[src/rtl/x_tdc_edge_capture.sv]
// rtl/x_tdc_edge_capture.sv - arms on request, bubble-corrects delay-line snapshots, captures first hit as fine/coarse timestamp
//
// Ports:
//   i_clk      clock (delay-line mux domain)
//   i_rst      asynchronous active-high reset
//   i_data     WIDTH-bit tap snapshot, one new word per cycle
//   i_arm      single-cycle arm request, honoured only while idle
//   i_ready    readout accepts the held result
//   o_valid    result held (HOLD state)
//   o_fine     corrected ones count of the captured snapshot
//   o_coarse   cycles since arm at which the captured snapshot was sampled
//   o_timeout  one-cycle pulse when the coarse counter wraps with no event
//   o_busy     block is not idle

module x_tdc_edge_capture #(
    parameter int WIDTH    = 32,
    parameter int COARSE_W = 16,
    parameter int FINE_W   = $clog2(WIDTH + 1)
) (
    input  logic                i_clk,
    input  logic                i_rst,
    input  logic [WIDTH-1:0]    i_data,
    input  logic                i_arm,
    input  logic                i_ready,
    output logic                o_valid,
    output logic [FINE_W-1:0]   o_fine,
    output logic [COARSE_W-1:0] o_coarse,
    output logic                o_timeout,
    output logic                o_busy
);

    typedef enum logic [1:0] {
        S_IDLE  = 2'd0,
        S_ARMED = 2'd1,
        S_HOLD  = 2'd2
    } state_t;

    state_t state, state_nxt;

    logic [COARSE_W-1:0] cnt;

    // S1: raw snapshot plus the arm tag and coarse count it was sampled under
    logic [WIDTH-1:0]    s1_data;
    logic                s1_tag;
    logic [COARSE_W-1:0] s1_cnt;

    // S2: corrected popcount with the same tag and count carried along
    logic [FINE_W-1:0]   s2_pop;
    logic                s2_tag;
    logic [COARSE_W-1:0] s2_cnt;

    logic [WIDTH-1:0]    corr;
    logic [FINE_W-1:0]   pop;
    logic                hit;
    logic                wrap;

    // Three-of-neighbourhood majority removes single-tap bubbles; the end
    // taps have only one neighbour and pass straight through.
    always_comb begin
        corr = s1_data;
        for (int k = 1; k < WIDTH - 1; k++) begin
            corr[k] = (s1_data[k-1] & s1_data[k])
                    | (s1_data[k-1] & s1_data[k+1])
                    | (s1_data[k]   & s1_data[k+1]);
        end
    end

    always_comb begin
        pop = '0;
        for (int k = 0; k < WIDTH; k++) begin
            pop = pop + FINE_W'(corr[k]);
        end
    end

    // The state check keeps words still in flight after a capture or a
    // timeout from qualifying; the tag rejects words sampled before arm.
    assign hit  = (state == S_ARMED) && s2_tag && (s2_pop != '0);
    assign wrap = &cnt;

    always_ff @(posedge i_clk or posedge i_rst) begin
        if (i_rst) begin
            state <= S_IDLE;
        end else begin
            state <= state_nxt;
        end
    end

    always_comb begin
        state_nxt = state;
        case (state)
            S_IDLE: begin
                if (i_arm) begin
                    state_nxt = S_ARMED;
                end
            end
            S_ARMED: begin
                // An event on the wrap cycle takes priority over the timeout.
                if (hit) begin
                    state_nxt = S_HOLD;
                end else if (wrap) begin
                    state_nxt = S_IDLE;
                end
            end
            S_HOLD: begin
                if (i_ready) begin
                    state_nxt = S_IDLE;
                end
            end
            default: state_nxt = S_IDLE;
        endcase
    end

    always_comb begin
        o_valid   = (state == S_HOLD);
        o_busy    = (state != S_IDLE);
        o_timeout = (state == S_ARMED) && wrap && !hit;
    end

    always_ff @(posedge i_clk or posedge i_rst) begin
        if (i_rst) begin
            cnt <= '0;
        end else if (state == S_IDLE && i_arm) begin
            cnt <= '0;
        end else if (state == S_ARMED) begin
            cnt <= cnt + 1'b1;
        end
    end

    always_ff @(posedge i_clk or posedge i_rst) begin
        if (i_rst) begin
            s1_data <= '0;
            s1_tag  <= 1'b0;
            s1_cnt  <= '0;
            s2_pop  <= '0;
            s2_tag  <= 1'b0;
            s2_cnt  <= '0;
        end else begin
            s1_data <= i_data;
            s1_tag  <= (state == S_ARMED);
            s1_cnt  <= cnt;
            s2_pop  <= pop;
            s2_tag  <= s1_tag;
            s2_cnt  <= s1_cnt;
        end
    end

    always_ff @(posedge i_clk or posedge i_rst) begin
        if (i_rst) begin
            o_fine   <= '0;
            o_coarse <= '0;
        end else if (hit) begin
            o_fine   <= s2_pop;
            o_coarse <= s2_cnt;
        end
    end

endmodule

[config.mk]
export PLATFORM = sky130hd
export DESIGN_NAME = x_tdc_edge_capture
export DESIGN_NICKNAME = d
export VERILOG_FILES = /design/src/rtl/x_tdc_edge_capture.sv
export SDC_FILE = /design/constraint.sdc
export NUM_CORES = 1
export LEC_CHECK = 0
export CAP_MARGIN = 40
export CELL_PAD_IN_SITES_DETAIL_PLACEMENT = 1
export CELL_PAD_IN_SITES_GLOBAL_PLACEMENT = 2
export CORE_MARGIN = 5
export CORE_UTILIZATION = 39
export CTS_CLUSTER_SIZE = 28
export DETAILED_ROUTE_END_ITERATION = 8
export PLACE_DENSITY_LB_ADDON = 0.12
export SYNTH_ARGS = -nofsm -noshare
export SYNTH_HDL_FRONTEND = slang
export SYNTH_SLANG_ARGS = --single-unit
[constraint.sdc]
create_clock -name i_clk -period 6.2 [get_ports i_clk]
set_input_delay 1.24 -clock i_clk [delete_from_list [all_inputs] [get_ports i_clk]]
set_output_delay 1.24 -clock i_clk [all_outputs]
set_load 0.05 [all_outputs]
# After elaboration in Yosys (flattened, before gate mapping)
# Cells that the tools add are included.
# classes
addsub,32
mul,0
n_div,0
order_cmp,0
n_eq_ne,5
n_shift,0
n_mux,7
n_bitwise,121
n_reduce_logical,12
# ops
operator,count
6-bit by 1-bit adder with 6-bit output,26
1-bit bitwise AND,61
1-bit bitwise OR,60
16-bit 2-to-1 mux,2
"16-bit by 1-bit adder with 16-bit output, second input constant",1
16-bit AND reduction,1
2-bit 2-to-1 mux,4
5-bit by 1-bit adder with 6-bit output,1
2-bit one-hot mux with 3 select lines,1
6-bit nonzero test,1
4-bit by 1-bit adder with 5-bit output,1
1-bit logical AND,5
3-bit by 1-bit adder with 4-bit output,1
"2-bit inequality test, second input constant",2
2-bit nonzero test,2
2-bit by 1-bit adder with 3-bit output,1
"3-bit inequality test, second input constant",1
3-bit AND reduction,1
1-bit by 1-bit adder with 2-bit output,1
"2-bit by 1-bit equality test with 1-bit output, second input constant",1
"2-bit equality test, second input constant",1
2-bit logical NOT,1
1-bit logical NOT,1
# word_totals
ff_bits,112
latch_bits,0
mem_bits_rw,0
mem_bits_ro,0
input_bits,36
n_memories,0

# Longest topological paths before layout
# Gate-level depths: netlist of the first run.
# depth
depth_word,34
mapped_depth,16

# Worst setup path after synthesis of the first run
# OpenSTA, ideal clock, no wires.
# synth_path
path_type,reg-to-reg
startpoint,register s1_data[17]
endpoint,register s2_pop[4]
setup_ns,0.080
t_arrival_ns,5.041
setup_slack_ns,1.079
stages_incl_launch_ff,17
path_buffers,0
period_less_slack_ns,5.121
path_cell_list,dfrtp_1 > maj3_1 > fa_1 > inv_1 > fa_1 > fa_1 > inv_1 > fa_1 > fa_1 > inv_1 > fa_1 > inv_1 > ha_1 > fa_1 > a21o_1 > a21oi_1 > xnor2_1
# synth_via
elab_chain_len,19
elab_cells_between_ends,26
# synth_lines
element,line_no,text
start: declaration,43,logic [WIDTH-1:0] s1_data;
start signal: assignment,138,s1_data <= i_data;
1-bit bitwise AND,63,| (s1_data[k-1] & s1_data[k+1])
1-bit bitwise OR,63,
1-bit bitwise OR,64,| (s1_data[k] & s1_data[k+1]);
6-bit by 1-bit adder with 6-bit output (2 in a row),71,pop = pop + FINE_W'(corr[k]);
6-bit by 1-bit adder with 6-bit output * (14 in a row),71,
net pop[4],53,logic [FINE_W-1:0] pop;
end signal: assignment,141,s2_pop <= pop;
end: declaration,48,logic [FINE_W-1:0] s2_pop;
# Mark *: on every way through the listed nets, which the timed path passes. The rest lies on a longest branch.
# A chain may end at the register's enable or synchronous reset.

# Final worst setup path of the first run
# Same ends and word-level chain as after synthesis.

==> impl_metrics.csv, run 1 <==
group,metric,value,unit
synth,yosysMostFrequentCell,"dfrtp_1",
synth,post_synth.cell_area_avg,14.57,um2
worst_setup_path,endpoint_kind,"register",
synth,synth_area,4678,um2
placement,port_buffers,60,
sta,hold_viol,0,
synth,synth_top_area_share,0.5991,
clock_network,cts_buffer_depth,2,
floorplan,die_w,119.5,um
drt,wl,8896,um
worst_setup_path,worstPathArrival,5.62,ns
clock_network,cts_num_sinks,112,
power,seqPwrFrac,0.347,
clock_network,cts_resized,0,
clock_network,insertion_delay,0.35,ns
clock_network,cts-root-buf,"clkbuf_16",
status,status,"finished, final reports clean",
floorplan,initial_core_util,0.3944,
sta,slew_viol_final,0,
power,power_frac_clock,0.204,
drt,wl_per_cell,16.41,um
worst_setup_path,cp_slowest_cell,"fa_1",
worst_setup_path,crit_path_cell_trace,"maj3_1 > fa_1 > inv_1 > fa_1 > fa_1 > inv_1 > fa_1 > fa_1 > inv_1 > fa_1 > inv_1 > ha_1 > fa_1 > a21o_1 > a21oi_1 > xnor2_1",
layout,layout.cells.non_filler,542,
sta,rsz0062_at_grt,"no",
sta,fin_crit,5.343,ns
clock_network,tritoncts,"done",
synth,netlist_instances,321,
worst_setup_path,cp_max_fo,4,
sta,worst_pin_slew,0.5348,ns
layout,area_growth,22.71,%
synth,synth.area.top_cells,"dfrtp_1, fa_1, mux2_4",
sta,layout_worst_path_cycle_share,0.8617,
placement,dp.cells,526,
floorplan,dieArea,14290,um2
global_routing,antenna_found_initial,0,
synth,synth_warnings,0,
synth,synthArstFlopShare,1.000,
floorplan,fp-row-count,40,
hold_path,hold_path.class,"reg2reg",
worst_setup_path,critPathLaunchType,"register",
drt,postRouteAntennaNets,0,
power,finalPower,0.002675,W
synth,yosys.area.top_type,"dfrtp_1",
clock_network,cts_setup_buffers,0,
synth,ys_ff_latch,112,
clock_network,cts.hold.buffers_added,0,
synth,seq_area_frac_synth,0.5991,
worst_setup_path,crit_top_cell,"fa_1",
synth,synth_edf_count,0,
clock_network,clk_pin_slew,0.07,ns
layout,antenna_cells,0,
power,ir_drop,0.2550,mV
synth,yosysUniqueCellTypes,39,
worst_setup_path,crit_type,"reg2reg",
drt,drt_pre_antenna_iters,4,
sta,fmax,187.2,MHz
clock_network,htreeDepth,3,
sta,worst_clock_skew,0.01096,ns
placement,routabilityCongestion,0.7303,
power,powerDensity,466.0,nW/um2
global_routing,overflow,0,
sta,setup_viol,0,
drt,vias_per_cell,4.910,
power,leakagePower,2.633,nW
layout,final_util,0.4840,
worst_setup_path,cp.required,6.48,ns
global_routing,grt_use_total,0.1364,
drt,dr_wl_met3,325,um
drt,via_count,2661,
drt,wl_met2,4632,um
floorplan,core_area,11860,um2
global_routing,grt_pass1_vias,3023,
power,swShare,0.3751,
global_routing,grt_pass1_wl,15320,um
synth,ys_top_cells_by_count,"dfrtp_1, inv_1, fa_1",
drt,drt_iter0_drc,73,
sta,whs,0.3489,ns
power,comb_power_share,0.449,
synth,synth_fp_nets,389,
clock_network,cts_buffers,9,
worst_setup_path,max_stage_delay,0.57,ns
sta,finalSetupTns,0,ns
power,p_switching,0.001004,W
drt,drc_errors,0,
drt,maxUsedRoutingLayer,"met4",
sta,max_slew_margin,0.6424,
synth,synth_ff_type,"dfrtp_1",
layout,drive_gt1_frac,0.1139,
placement,hpwl,6609,um
flow_run,cap_violations,0,
drt,met1_length,3846,um
layout,nets,458,
power,p_int,0.001672,W
floorplan,fp.dieH,119.5,um
global_routing,grt_max_degree,41,
floorplan,io_pins,61,
==> final timing paths <==
| kind | endpoint | cells past startpoint | startpoint | slack, ns |
|---|---|---|---|---|
| max reg2reg | s2_pop[4] | 16 | s1_data[17] | 0.86 |
| max | s2_pop[4] | 16 | s1_data[17] | 0.86 |
| max in group asynchronous | cnt[6] | 4 | i_rst | 3.84 |
| min | s2_cnt[6] | 0 | s1_cnt[6] | 0.35 |
| min reg2reg | s2_cnt[6] | 0 | s1_cnt[6] | 0.35 |
| min in group asynchronous | s2_pop[2] | 2 | i_rst | 1.25 |
==> cell usage in the layout (no fill, tap or decap), drive strengths merged, types with 2 or more instances in the layout <==
cell | Yosys | routed
nor2b | 2 | 2
nor3 | 2 | 2
a21o | 17 | 17
dfrtp | 112 | 112
o21ai | 23 | 23
xnor2 | 2 | 2
mux2i | 4 | 4
fa | 24 | 24
clkdlybuf4s50 | 0 | 60
ha | 8 | 8
o31ai | 4 | 4
nor4 | 2 | 2
clkbuf | 2 | 9
maj3 | 15 | 15
clkinv | 0 | 4
inv | 28 | 31
nor2 | 3 | 3
or4 | 3 | 3
nand4 | 4 | 4
nand3 | 8 | 8
o211ai | 4 | 4
buf | 2 | 2
a21oi | 2 | 2
mux2 | 22 | 22
nand2b | 2 | 2
nand2 | 15 | 15
a22o | 2 | 2
==> stage by stage <==
step,worst slack [ns],instance area (um2)
global route,0.6769,5741
CTS,0.7927,5741
floorplan,1.079,4678
finish,0.8574,5741
global placement,0.9232,5443
detailed placement,0.8113,5463
==> worst max-delay path: cells and delay by family, from the launching register on <==
kind | cells | cell delay, ns
fa+ha+maj | 9 | 4.14
flops | 1 | 0.43
xor+xnor | 1 | 0.13
compound gates | 2 | 0.36
buf+inv | 4 | 0.21
==> layout make-up <==
cell class / count / area (um2)
sequential: 112 / 2803
tap: 147 / 183.9
clock inverter: 7 / 52.55
inverter: 28 / 107.6
timing repair buffer: 62 / 628.1
fill: 1193 / 6121
clock buffer: 9 / 225.2
multi-input combinational: 177 / 1740
==> power groups by stage <==
stage	registers, W	clock network (W)	logic, W
final	0.000928	0.000545	0.00120
after global placement	0.000941	0	0.00122
after CTS	0.000932	0.000569	0.00125
after global routing	0.000947	0.000603	0.00138
after detailed placement	0.000944	0	0.00125
after floorplan	0.00102	0	0.000848
==> state kept, by name, summed over array words and instances (netlist names), 2 cells and up <==
name and count:
s1_data 32, cnt 16, o_coarse 16, s1_cnt 16, s2_cnt 16, o_fine 6, s2_pop 6, state 2
==> kinds of logic after synthesis <==
family	synth area share
multiplexers	0.07756
XOR/XNOR	0.005618
adder cells (fa/ha/maj)	0.1562
buffers and inverters	0.02888
flip-flops	0.5991
AO/OA/AOI/OAI	0.08398
AND/OR/NAND/NOR	0.04867
==> layer usage <==
layer | vias up | global-route usage
met2 | 36 | 0.2316
met5 | - | 0
met1 | 1382 | 0.1679
met3 | 7 | 0.04477
li1 | 1236 | -
met4 | 0 | 0.03651
No activity file was read; power rests on OpenSTA's default activity.
==> run 2, diff against run 1 <==
--- a/config.mk
+++ b/config.mk
@@ -5,7 +5,7 @@
 export SDC_FILE = /design/constraint.sdc
 export NUM_CORES = 1
 export LEC_CHECK = 0
-export CAP_MARGIN = 40
+export CAP_MARGIN = 5
 export CELL_PAD_IN_SITES_DETAIL_PLACEMENT = 1
 export CELL_PAD_IN_SITES_GLOBAL_PLACEMENT = 2
 export CORE_MARGIN = 5
==> run 2 against run 1 <==
Compared with the run above:
- worst hold slack better by 0.0015 ns
- count of clock-buffer cells in the layout is 1 higher
- combinational power hardly changed
- die area stayed put
- register-to-register slack hardly changed
- power is 0.14% higher
- clock power hardly changed
- sequential share of layout area is 0.16 points higher
- final cell count is 0.18% lower
- fmax hardly changed
- wire length is 0.81% lower
- flip-flop and latch count stayed put
==> impl_metrics.csv, run 2 (synthesis gave the netlist of run 1 again) <==
group,metric,value,unit
floorplan,io_pins,61,
layout,mostFrequentLayoutCell,"dfrtp_1",
floorplan,fp.dieH,119.5,um
layout,area_growth,22.31,%
clock_network,clk_pin_slew,0.07,ns
layout,largest_reg_flops,32,
sta,slew_viol_final,0,
clock_network,tritoncts,"done",
sta,hold_viol,0,
clock_network,cts.hold.buffers_added,0,
clock_network,cts_buffer_depth,2,
drt,wl_per_cell,16.31,um
floorplan,core_area,11860,um2
drt,drt_pre_antenna_iters,4,
floorplan,die_w,119.5,um
sta,finalSetupTns,0,ns
drt,via_count,2666,
sta,rsz0062_at_grt,"no",
sta,whs,0.3503,ns
clock_network,insertion_delay,0.36,ns
layout,nets,457,
sta,layout_worst_path_cycle_share,0.8622,
clock_network,cts_resized,0,
drt,postRouteAntennaNets,0,
sta,fmax,187.1,MHz
sta,fin_crit,5.345,ns
worst_setup_path,critPathLaunchType,"register",
global_routing,grt_pass1_wl,15150,um
placement,port_buffers,60,
sta,worst_clock_skew,0.008597,ns
drt,drc_errors,0,
worst_setup_path,endpoint_kind,"register",
global_routing,overflow,0,
worst_setup_path,crit_path_cell_trace,"maj3_1 > fa_1 > inv_1 > fa_1 > fa_1 > inv_1 > fa_1 > fa_1 > inv_1 > fa_1 > inv_1 > ha_1 > fa_1 > a21o_1 > a21oi_1 > xnor2_1",
worst_setup_path,cp.required,6.48,ns
layout,largest-register,"s1_data",
layout,fillCellCount,1207,
drt,wl,8824,um
worst_setup_path,max_stage_delay,0.57,ns
clock_network,cts-root-buf,"clkbuf_16",
clock_network,cts_buffers,9,
hold_path,hold_path.class,"reg2reg",
sta,worst_pin_slew,0.8898,ns
worst_setup_path,cp_max_fo,4,
floorplan,dieArea,14290,um2
power,finalPower,0.002679,W
worst_setup_path,cp_slowest_cell,"fa_1",
placement,routabilityCongestion,0.7303,
status,status,"finished, final reports clean",
floorplan,fp-row-count,40,
clock_network,cts_num_sinks,112,
sta,max_slew_margin,0.4068,
flow_run,cap_violations,0,
floorplan,initial_core_util,0.3944,
global_routing,grt_pass1_vias,3010,
worst_setup_path,crit_top_cell,"fa_1",
global_routing,grt_use_total,0.1364,
global_routing,grt_max_degree,74,
power,powerDensity,468.2,nW/um2
power,ir_drop,0.2446,mV
global_routing,antenna_found_initial,0,
layout,drive_gt1_frac,0.1091,
drt,vias_per_cell,4.928,
layout,antenna_cells,0,
worst_setup_path,crit_type,"reg2reg",
clock_network,htreeDepth,3,
drt,drt_iter0_drc,74,
layout,layout_common_cells,"dfrtp_1, clkdlybuf4s50_1, inv_1, fa_1, mux2_4",
sta,setup_viol,0,
worst_setup_path,worstPathArrival,5.63,ns
power,leakagePower,2.617,nW
placement,hpwl,6434,um
clock_network,cts_setup_buffers,0,
-- run 2: path summary, 6_finish.rpt --
path	from	end	slack, ns	cells past startpoint
min in group asynchronous	i_rst	o_fine[3]	1.43	2
worst max register to register	s1_data[17]	s2_pop[4]	0.85	16
worst min register to register	s1_cnt[1]	s2_cnt[1]	0.35	0
max in group asynchronous	i_rst	s2_cnt[2]	3.73	3
worst max-delay path	s1_data[17]	s2_pop[4]	0.85	16
worst min-delay path	s1_cnt[1]	s2_cnt[1]	0.35	0
-- run 2: area by class of cell --
type                       instances  area [um2]  share of cell area
clock buffer                      10       229.0             0.04002
tap                              147       183.9             0.03215
timing repair buffer              61       608.1              0.1063
inverter                          28       107.6             0.01881
sequential                       112        2803              0.4898
clock inverter                     6       50.05            0.008747
multi-input combinational        177        1740              0.3042
-- run 2: metrics by stage --
step | area, um2 | std cells | util | worst slack (ns)
finish | 5722 | 541 | 0.4824 | 0.8546
global route | 5722 | 541 | 0.4824 | 0.7038
CTS | 5722 | 541 | 0.4824 | 0.8063
detailed placement | 5443 | 525 | 0.4589 | 0.8343
global placement | 5443 | 525 | 0.4589 | 0.9232
floorplan | 4678 | 321 | - | 1.079
-- run 2: worst max-delay path: cells and delay by family, from the launching register on --
family | cells | cell delay (ns)
AO/OA/AOI/OAI | 2 | 0.36
XOR/XNOR | 1 | 0.13
adder cells (fa/ha/maj) | 9 | 4.14
buffers and inverters | 4 | 0.22
flip-flops | 1 | 0.42
-- run 2: routing by layer --
layer  wire length, um  track usage  share of wire
met1              3782       0.1630           0.43
met2              4520       0.2299           0.51
met3               390      0.05042          0.044
met4               130      0.04295          0.015
met5                 0            0              0
-- run 2: where the power goes --
group / internal (W) / switching (W)
Clock: 0.000278 / 0.000267
Sequential: 0.000850 / 0.0000784
Combinational: 0.000545 / 0.000660
==> run 3, diff against run 2 <==
--- a/config.mk
+++ b/config.mk
@@ -5,11 +5,12 @@
 export SDC_FILE = /design/constraint.sdc
 export NUM_CORES = 1
 export LEC_CHECK = 0
+export ABC_AREA = 1
 export CAP_MARGIN = 5
 export CELL_PAD_IN_SITES_DETAIL_PLACEMENT = 1
-export CELL_PAD_IN_SITES_GLOBAL_PLACEMENT = 2
+export CELL_PAD_IN_SITES_GLOBAL_PLACEMENT = 1
 export CORE_MARGIN = 5
-export CORE_UTILIZATION = 39
+export CORE_UTILIZATION = 42
 export CTS_CLUSTER_SIZE = 28
 export DETAILED_ROUTE_END_ITERATION = 8
 export PLACE_DENSITY_LB_ADDON = 0.12
==> run 3 against run 2 <==
Compared with the run above:
- via count rose by 19%
- worst hold slack got worse by 0.0013 ns
- flip-flop and latch count did not move
- cell area rose by 3.8%
- synthesized cell count rose by 42%
- power rose by 1.7%
- fmax rose by 4.6%
- largest power group unchanged
==> impl_metrics.csv, run 3 <==
group,metric,value,unit
status,status,"finished, final reports clean",
synth,seq_area_frac_synth,0.5703,
placement,place_ws,1.072,ns
power,ir_drop,0.2996,mV
global_routing,grt_max_degree,77,
drt,drt_iter0_drc,80,
clock_network,htreeDepth,3,
synth,synthArstFlopShare,1.000,
placement,hpwl,7551,um
global_routing,overflow,0,
sta,layout_worst_path_cycle_share,0.8245,
layout,stdcell_area,5939,um2
power,powerDensity,458.5,nW/um2
worst_setup_path,cp.required,6.43,ns
hold_path,hold_path.class,"reg2reg",
floorplan,dieArea,13970,um2
sta,setup_viol,0,
drt,via_count,3184,
synth,synth_fp_nets,525,
floorplan,initial_core_util,0.4286,
clock_network,tritoncts,"done",
sta,fmax,195.6,MHz
synth,synth.area.top_cells,"dfrtp_1, fa_1, inv_1",
sta,max_slew_margin,0.3904,
drt,drt_pre_antenna_iters,4,
sta,rsz0062_at_grt,"no",
sta,finalSetupTns,0,ns
clock_network,cts-root-buf,"clkbuf_16",
synth,yosysUniqueCellTypes,31,
clock_network,insertion_delay,0.35,ns
floorplan,fp-row-count,39,
sta,worst_pin_slew,0.9145,ns
drt,wl,9967,um
layout,final_util,0.5179,
layout,area_growth,20.85,%
drt,wl_per_cell,14.83,um
synth,synth_ff_type,"dfrtp_1",
floorplan,die_w,118.2,um
worst_setup_path,worstPathArrival,5.34,ns
sta,slew_viol_final,0,
synth,yosysMostFrequentCell,"dfrtp_1",
placement,port_buffers,60,
synth,netlist_instances,457,
synth,synth_top_area_share,0.5703,
synth,post_synth.cell_area_avg,10.75,um2
flow_run,cap_violations,0,
floorplan,fp.dieH,118.2,um
worst_setup_path,endpoint_kind,"register",
floorplan,core_area,11470,um2
synth,ys_ff_latch,112,
sta,fin_crit,5.112,ns
worst_setup_path,crit_type,"reg2reg",
placement,routabilityCongestion,0.7599,
layout,antenna_cells,0,
synth,synth_area,4915,um2
clock_network,cts_num_sinks,112,
sta,hold_viol,0,
clock_network,cts_setup_buffers,0,
drt,drc_errors,0,
worst_setup_path,worstRegToRegCells,16,
synth,yosys.area.top_type,"dfrtp_1",
synth,ys_top_cells_by_count,"dfrtp_1, inv_1, nand2_1",
global_routing,grt_pass1_wl,17330,um
clock_network,cts_resized,0,
sta,worst_clock_skew,0.007008,ns
sta,layout_setup_ws,1.088,ns
hold_path,whs_path_depth,0,
layout,layout_common_cells,"dfrtp_1, inv_1, nand2_1, clkdlybuf4s50_1, nor2_1",
clock_network,cts_buffer_depth,2,
drt,postRouteAntennaNets,0,
layout,largest_reg_flops,32,
clock_network,clk_pin_slew,0.07,ns
worst_setup_path,cp_max_fo,3,
global_routing,grt_use_total,0.1541,
global_routing,grt_pass1_vias,3583,
synth,synth_edf_count,0,
layout,largest-register,"s1_data",
worst_setup_path,critPathLaunchType,"register",
floorplan,io_pins,61,
layout,mostFrequentLayoutCell,"dfrtp_1",
clock_network,cts_buffers,9,
layout,nets,592,
drt,vias_per_cell,4.738,
layout,drive_gt1_frac,0.1002,
clock_network,cts.hold.buffers_added,0,
power,leakagePower,2.911,nW
synth,synth_warnings,0,
placement,place_area,5648,um2
global_routing,antenna_found_initial,0,
sta,whs,0.3490,ns
-- run 3: changes by cell type after synthesis, sizes merged, moves of 4 or more --
cell / previous run / this run
o211ai: 4 / 0
a21oi: 2 / 15
inv: 28 / 88
maj3: 15 / 1
nor2: 3 / 36
o21ai: 23 / 40
a21o: 17 / 0
mux2: 22 / 0
nand2: 15 / 85
o21bai: 1 / 7
nand3: 8 / 17
mux2i: 4 / 0
-- run 3: cell type report --
type                            instances  area (um2)
Clock buffer                           12       256.5
Clock inverter                          4       35.03
Fill cell                            1282        5528
Inverter                               88       335.3
Multi-Input combinational cell        252        1723
Sequential cell                       112        2803
Tap cell                              143       178.9
Timing Repair Buffer                   61       608.1
-- run 3: path summary, 6_finish.rpt --
| path | slack, ns | from | end |
|---|---|---|---|
| hold reg to reg | 0.35 | s1_cnt[1] | s2_cnt[1] |
| setup / recovery | 1.09 | s1_data[23] | s2_pop[4] |
| min in group asynchronous | 1.44 | i_rst | s1_data[22] |
| hold / removal | 0.35 | s1_cnt[1] | s2_cnt[1] |
| max in group asynchronous | 3.70 | i_rst | s1_data[0] |
| setup reg to reg | 1.09 | s1_data[23] | s2_pop[4] |
-- run 3: power by group --
group	internal [W]	switching (W)
clock network	0.000300	0.000266
registers	0.000852	0.0000687
logic	0.000474	0.000762
-- run 3: routing by layer --
metal	GRT usage	wire length (um)	vias to the layer above
met2	0.2792	5474	41
met1	0.1738	3987	1588
li1	-	-	1540
met4	0.04588	159	0
met3	0.04728	345	15
met5	0	0	-
-- run 3: worst max-delay path: stages, from the launching register on --
cell and delay, ns:
dfrtp_1 0.40, maj3_1 0.39, fa_1 0.52, inv_1 0.05, fa_1 0.46, fa_1 0.51, inv_1 0.05, fa_1 0.48
fa_1 0.55, inv_1 0.05, fa_1 0.53, inv_1 0.04, ha_1 0.22, fa_1 0.41, nand3_1 0.10, nand3_1 0.08
xor2_1 0.16
-- run 3: kinds of logic (layout without fill, tap and decap cells) --
| family | after synthesis | count (layout) | synth area share |
|---|---|---|---|
| buffers and inverters | 93 | 165 | 0.07917 |
| adder cells (fa/ha/maj) | 33 | 33 | 0.1202 |
| AND/OR/NAND/NOR | 150 | 150 | 0.1362 |
| AO/OA/AOI/OAI | 66 | 66 | 0.08885 |
| flip-flops | 112 | 112 | 0.5703 |
| XOR/XNOR | 3 | 3 | 0.005347 |
-- run 3: per-stage QoR --
step / std cells / total power (W)
2_1_floorplan: 457 / 0.001877
3_3_place_gp: 656 / 0.002145
3_5_place_dp: 656 / 0.002207
4_1_cts: 672 / 0.002796
5_1_grt: 672 / 0.002956
6_report: 672 / 0.002723
==> RTL change 1 (config.mk and constraints of run 1) <==
The parameter `COARSE_W` goes from 16 to 14.
--- a/src/rtl/x_tdc_edge_capture.sv
+++ b/src/rtl/x_tdc_edge_capture.sv
@@ -14,7 +14,7 @@
 
 module x_tdc_edge_capture #(
     parameter int WIDTH    = 32,
-    parameter int COARSE_W = 16,
+    parameter int COARSE_W = 14,
     parameter int FINE_W   = $clog2(WIDTH + 1)
 ) (
     input  logic                i_clk,
Interface: changed (resized o_coarse); port bits go from 61 to 59. The function was not compared with the original's and may differ.
==> RTL change 1 against run 1 <==
  * Synthesized area is 4.5% lower
  * Sequential cell count is 8 lower
  * Count of clock-buffer cells in the layout is 1 higher
  * Maximum frequency is 0.40% lower
  * Critical path depth stayed put
  * Setup slack worse by 0.021 ns
  * Total power is 1.4% higher
  * Routed wire length is 2.9% lower
  * Global-route usage is 0.46 points higher
  * Cell area is 3.1% lower
  * Critical path type unchanged
==> RTL change 1: results (changes against run 1) <==
| Metric | Value |
|---|---|
| Status | completed |
| Post-synthesis net count | 384 (-1.3%) |
| Netlist cell types | 44 (+13%) |
| Slowest cell on crit path | fa_1 |
| R2R depth | 16 (unchanged) |
| DP Area | 5230 µm² (-4.3%) |
| Pleak | 0.00253 µW (-4.0%) |
| Tightest Pin Transition | 0.804 ns (+0.270 ns) |
| Vias in the first global route | 2767 (-8.5%) |
| Clk_skew | 0.00903 ns (-0.00193 ns) |
| Critical Path AT | 5.63 ns (about the same) |
| Port buffer count | 58 (-3.3%) |
| Tot GR Track Use | 0.141 (+0.00461) |
| Setup crit end | s2_pop[4] |
| Critical-path maximum fanout | 4 (unchanged) |
| Worst hold slack | 0.352 ns (+0.00329 ns) |
| Nets | 452 (-1.3%) |
| Via count | 2563 (-3.7%) |
| Hold EP | s2_cnt[4] |
| Avg Inst Size Synth | 14.1 µm² (-3.0%) |
| Sequential element share of the synthesized area | 0.582 (-0.0166) |
| DP HPWL | 6440 µm (-2.6%) |
| Htree depth | 3 (unchanged) |
| Layout cells sized above 1 | 0.113 (-0.000814) |
| Post-route setup slack | 0.836 ns (-0.0213 ns) |
| Placed Cells | 516 (-1.9%) |
| Hold Startpoint | s1_cnt[4] |
| Non-filler cells, final | 532 (-1.8%) |
| Top cells by area, synth | dfrtp_1 (58%), fa_1 (11%), mux2_4 (4.7%), maj3_1 (4.3%), inv_1 (3.1%) |
| Largest net degree at the start of global routing | 66 (+61%) |
| First-pass GRT wire length | 14700 µm (-4.0%) |
| Global placement routability congestion | 0.738 (+1.1%) |
| Most frequent cells after synthesis | dfrtp_1 (104), inv_1 (37), fa_1 (24), maj3_1 (19), nand2_1 (19) |
| RR Startpoint | s1_data[15] |
-- RTL change 1: changes by cell type after synthesis, moves of 4 or more --
cell     change
dfrtp_1      -8
maj3_1       +4
inv_1       +10
a21o_1       -6
nand2_1      +4
mux2_4       -6
o21ai_1      -4
nor4_1       +4
-- RTL change 1: worst register-to-register path, cell delays in order (launching register included) --
cell and delay, ns:
dfrtp_1 0.42, maj3_1 0.39, fa_1 0.54, inv_1 0.06, fa_1 0.53, inv_1 0.05
fa_1 0.54, fa_1 0.44, fa_1 0.58, inv_1 0.07, fa_1 0.53, inv_1 0.04
ha_1 0.21, fa_1 0.40, a21o_1 0.19, a21oi_1 0.16, xnor2_1 0.13
-- RTL change 1: metal layers --
layer  up-vias  routed length [µm]  GRT usage
met2        44                3830      0.201
met5         -                   0          0
met4         0                 114     0.0436
met3         8                 361     0.0339
met1      1302                4330      0.214
li1       1209                   -          -
-- RTL change 1: kinds of logic (layout without fill, tap and decap cells) --
logic type | Yosys count | in the layout | share of synthesized area
compound gates | 46 | 46 | 0.0717
xor+xnor | 3 | 3 | 0.00588
fa+ha+maj | 51 | 51 | 0.173
buf+inv | 41 | 114 | 0.0370
flops | 104 | 104 | 0.582
mux | 24 | 24 | 0.0706
simple gates | 47 | 47 | 0.0599
-- RTL change 1: power by group --
part           internal, µW  switching, µW
Combinational           542            674
Sequential              797           82.5
Clock                   366            251
Total                  1700           1010
-- RTL change 1: cell type report --
| class | count | area, µm² |
|---|---|---|
| clock buffers | 10 | 239 |
| clock inverters | 6 | 92.6 |
| fillers | 1154 | 5760 |
| inverters | 38 | 145 |
| multi-input cells | 171 | 1700 |
| flip-flops and latches | 104 | 2600 |
| well taps | 143 | 179 |
| repair buffers | 60 | 603 |
==> RTL change 2 (settings of run 1) <==
Without the edit above. `s1_data` no longer has a reset.
--- a/src/rtl/x_tdc_edge_capture.sv
+++ b/src/rtl/x_tdc_edge_capture.sv
@@ -128,20 +128,22 @@
 
     always_ff @(posedge i_clk or posedge i_rst) begin
         if (i_rst) begin
-            s1_data <= '0;
             s1_tag  <= 1'b0;
             s1_cnt  <= '0;
             s2_pop  <= '0;
             s2_tag  <= 1'b0;
             s2_cnt  <= '0;
         end else begin
-            s1_data <= i_data;
             s1_tag  <= (state == S_ARMED);
             s1_cnt  <= cnt;
             s2_pop  <= pop;
             s2_tag  <= s1_tag;
             s2_cnt  <= s1_cnt;
         end
+    end
+
+    always_ff @(posedge i_clk) begin
+        s1_data <= i_data;
     end
 
     always_ff @(posedge i_clk or posedge i_rst) begin
Function: no difference found for any inputs over 10 cycles, from zero or initial values and one cycle with i_rst high; that may be too few to reach the edited logic, so the function may still have changed.
==> RTL change 2 against run 1 <==
  * Routed wire length down 6.2%
  * Critical path type unchanged
  * Largest power group unchanged
  * Synthesized area down 3.4%
  * Utilization up 0.65 points
  * Critical path depth unchanged
  * Sequential cell count unchanged
  * Total power down 0.77%
  * Setup slack better by 0.17 ns
  * Critical endpoint unchanged
  * Clock skew down 0.0037 ns
  * Cell area down 2.9%
==> RTL change 2: results (changes against run 1) <==
| Metric | Value |
|---|---|
| Status | completed |
| Vias in the first global route | 2851 (-5.7%) |
| Via density per instance | 4.78 (-2.7%) |
| Clk_lat worst skew | 0.34 ns |
| CTS Buf Count | 9 (unchanged) |
| TritonRoute pass-1 iters | 4 (unchanged) |
| Initial antenna violation count | 0 (unchanged) |
| Nets | 458 (unchanged) |
| Antenna diodes | 0 (unchanged) |
| Clock Tree Buf Depth | 2 (unchanged) |
| Sequential element share of the synthesized area | 0.585 (-0.0142) |
| Most frequent cells after synthesis | dfrtp_1 (80), dfxtp_1 (32), inv_1 (27), fa_1 (24), mux2_4 (20) |
| Clock slew at reported path FFs | 0.07 ns (about the same) |
| DP HPWL | 6370 µm (-3.7%) |
| Tot GR Track Use | 0.131 (-0.00585) |
| Largest net degree at the start of global routing | 45 (+9.8%) |
| Slew margin rel. | 0.629 (-0.0135) |
| Pleak | 0.00253 µW (-3.9%) |
| Top cells by area, synth | dfrtp_1 (44%), dfxtp_1 (14%), fa_1 (11%), mux2_4 (6.6%), maj3_1 (3.3%) |
| Ys Warns | 0 (unchanged) |
| First-pass GRT wire length | 14600 µm (-5.0%) |
| Peak supply drop | 0.000280 V (+9.8%) |
| PostCTS Resize Cnt | 0 (unchanged) |
| Netlist cell types | 40 (+2.6%) |
| Post-CTS setup buffer count | 0 (unchanged) |
| Iter 0 DRT Violations | 127 (+74%) |
| Fmax | 0.193 GHz (+3.2%) |
| Post-synth ARST share | 0.714 (-0.286) |
| Post-synthesis net count | 389 (unchanged) |
| Net switching power | 981 µW (-2.2%) |
| Global placement routability congestion | 0.746 (+2.1%) |
| Max reg flops | 32 (unchanged) |
| Htree depth | 3 (unchanged) |
| Most flop-heavy register | s1_data |
| Clk_skew | 0.00722 ns (-0.00374 ns) |
| Layout cells sized above 1 | 0.111 (-0.00253) |
| Port buffer count | 60 (unchanged) |
| Setup-failing EPs final | 0 (unchanged) |
| Critical Path AT | 5.44 ns (-0.18 ns) |
| Critical-path maximum fanout | 4 (unchanged) |
| Total gr overflow | 0 (unchanged) |
| Avg WL per Cell | 15.5 µm (-5.5%) |
| Ys flop type | dfrtp_1 |
==> RTL change 2: cell families after synthesis <==
| family | after synthesis | synth area share |
|---|---|---|
| AOI/OAI and AO/OA | 57 | 0.0870 |
| xor gates and xnor gates | 3 | 0.00582 |
| adders and majority gates | 47 | 0.162 |
| buffers and inverters | 32 | 0.0299 |
| DFF | 112 | 0.585 |
| muxes | 26 | 0.0803 |
| and+or+nand+nor | 44 | 0.0504 |
==> RTL change 2: power by group through the flow <==
stage / logic, µW / clock network (µW) / registers [µW]
after floorplan: 845 / 0 / 1020
after detailed placement: 1210 / 0 / 941
after global placement: 1190 / 0 / 935
after CTS: 1220 / 565 / 927
after global routing: 1350 / 599 / 941
final: 1180 / 545 / 925
==> RTL change 2: layout make-up <==
type                    instances  area [µm²]
clock buffers                  10         239
inverters                      28         105
well taps                     143         179
repair buffers                 62         628
fillers                      1173        5790
flip-flops and latches        112        2640
clock inverters                 6        42.5
multi-input cells             177        1740
==> RTL change 2: per-stage QoR <==
step | setup WS (ns) | utilization | hold slack, ns | std cells | cell area [µm²]
after global routing | 0.802 | 0.490 | 0.353 | 538 | 5580
after detailed placement | 1.02 | 0.466 | 0.336 | 522 | 5300
after floorplan | 1.15 | - | 0.331 | 321 | 4520
after global placement | 1.06 | 0.464 | 0.332 | 521 | 5280
final | 1.02 | 0.490 | 0.344 | 538 | 5580
after CTS | 1.00 | 0.490 | 0.351 | 538 | 5580
==> RTL change 2: worst max-delay path, stage by stage (launching register included) <==
cell and delay [ns]:
dfxtp_1 0.34, maj3_1 0.39, fa_1 0.54, inv_1 0.05, fa_1 0.49, fa_1 0.52, inv_1 0.05, fa_1 0.46
fa_1 0.55, inv_1 0.06, fa_1 0.53, inv_1 0.04, ha_1 0.21, fa_1 0.40, a21o_1 0.19, a21oi_1 0.17
xnor2_1 0.13
==> RTL change 2: path summary, 6_finish.rpt <==
check	slack [ns]	depth (start not counted)	start	to
worst max register to register	1.02	16	s1_data[17]	s2_pop[4]
max in group asynchronous	4.27	4	i_rst	o_coarse[4]
worst min register to register	0.34	0	s1_cnt[8]	s2_cnt[8]
min in group asynchronous	1.35	3	i_rst	o_fine[3]
worst min-delay path	0.34	0	s1_cnt[8]	s2_cnt[8]
worst max-delay path	1.02	16	s1_data[17]	s2_pop[4]
==> RTL change 2: metal layers <==
layer / routed length [µm] / part of all wire / up-vias / GRT usage
li1: - / - / 1234 / -
met1: 3870 / 0.46 / 1284 / 0.169
met2: 4030 / 0.48 / 47 / 0.208
met3: 353 / 0.042 / 6 / 0.0408
met4: 94 / 0.011 / 0 / 0.0430
met5: 0 / 0 / - / 0
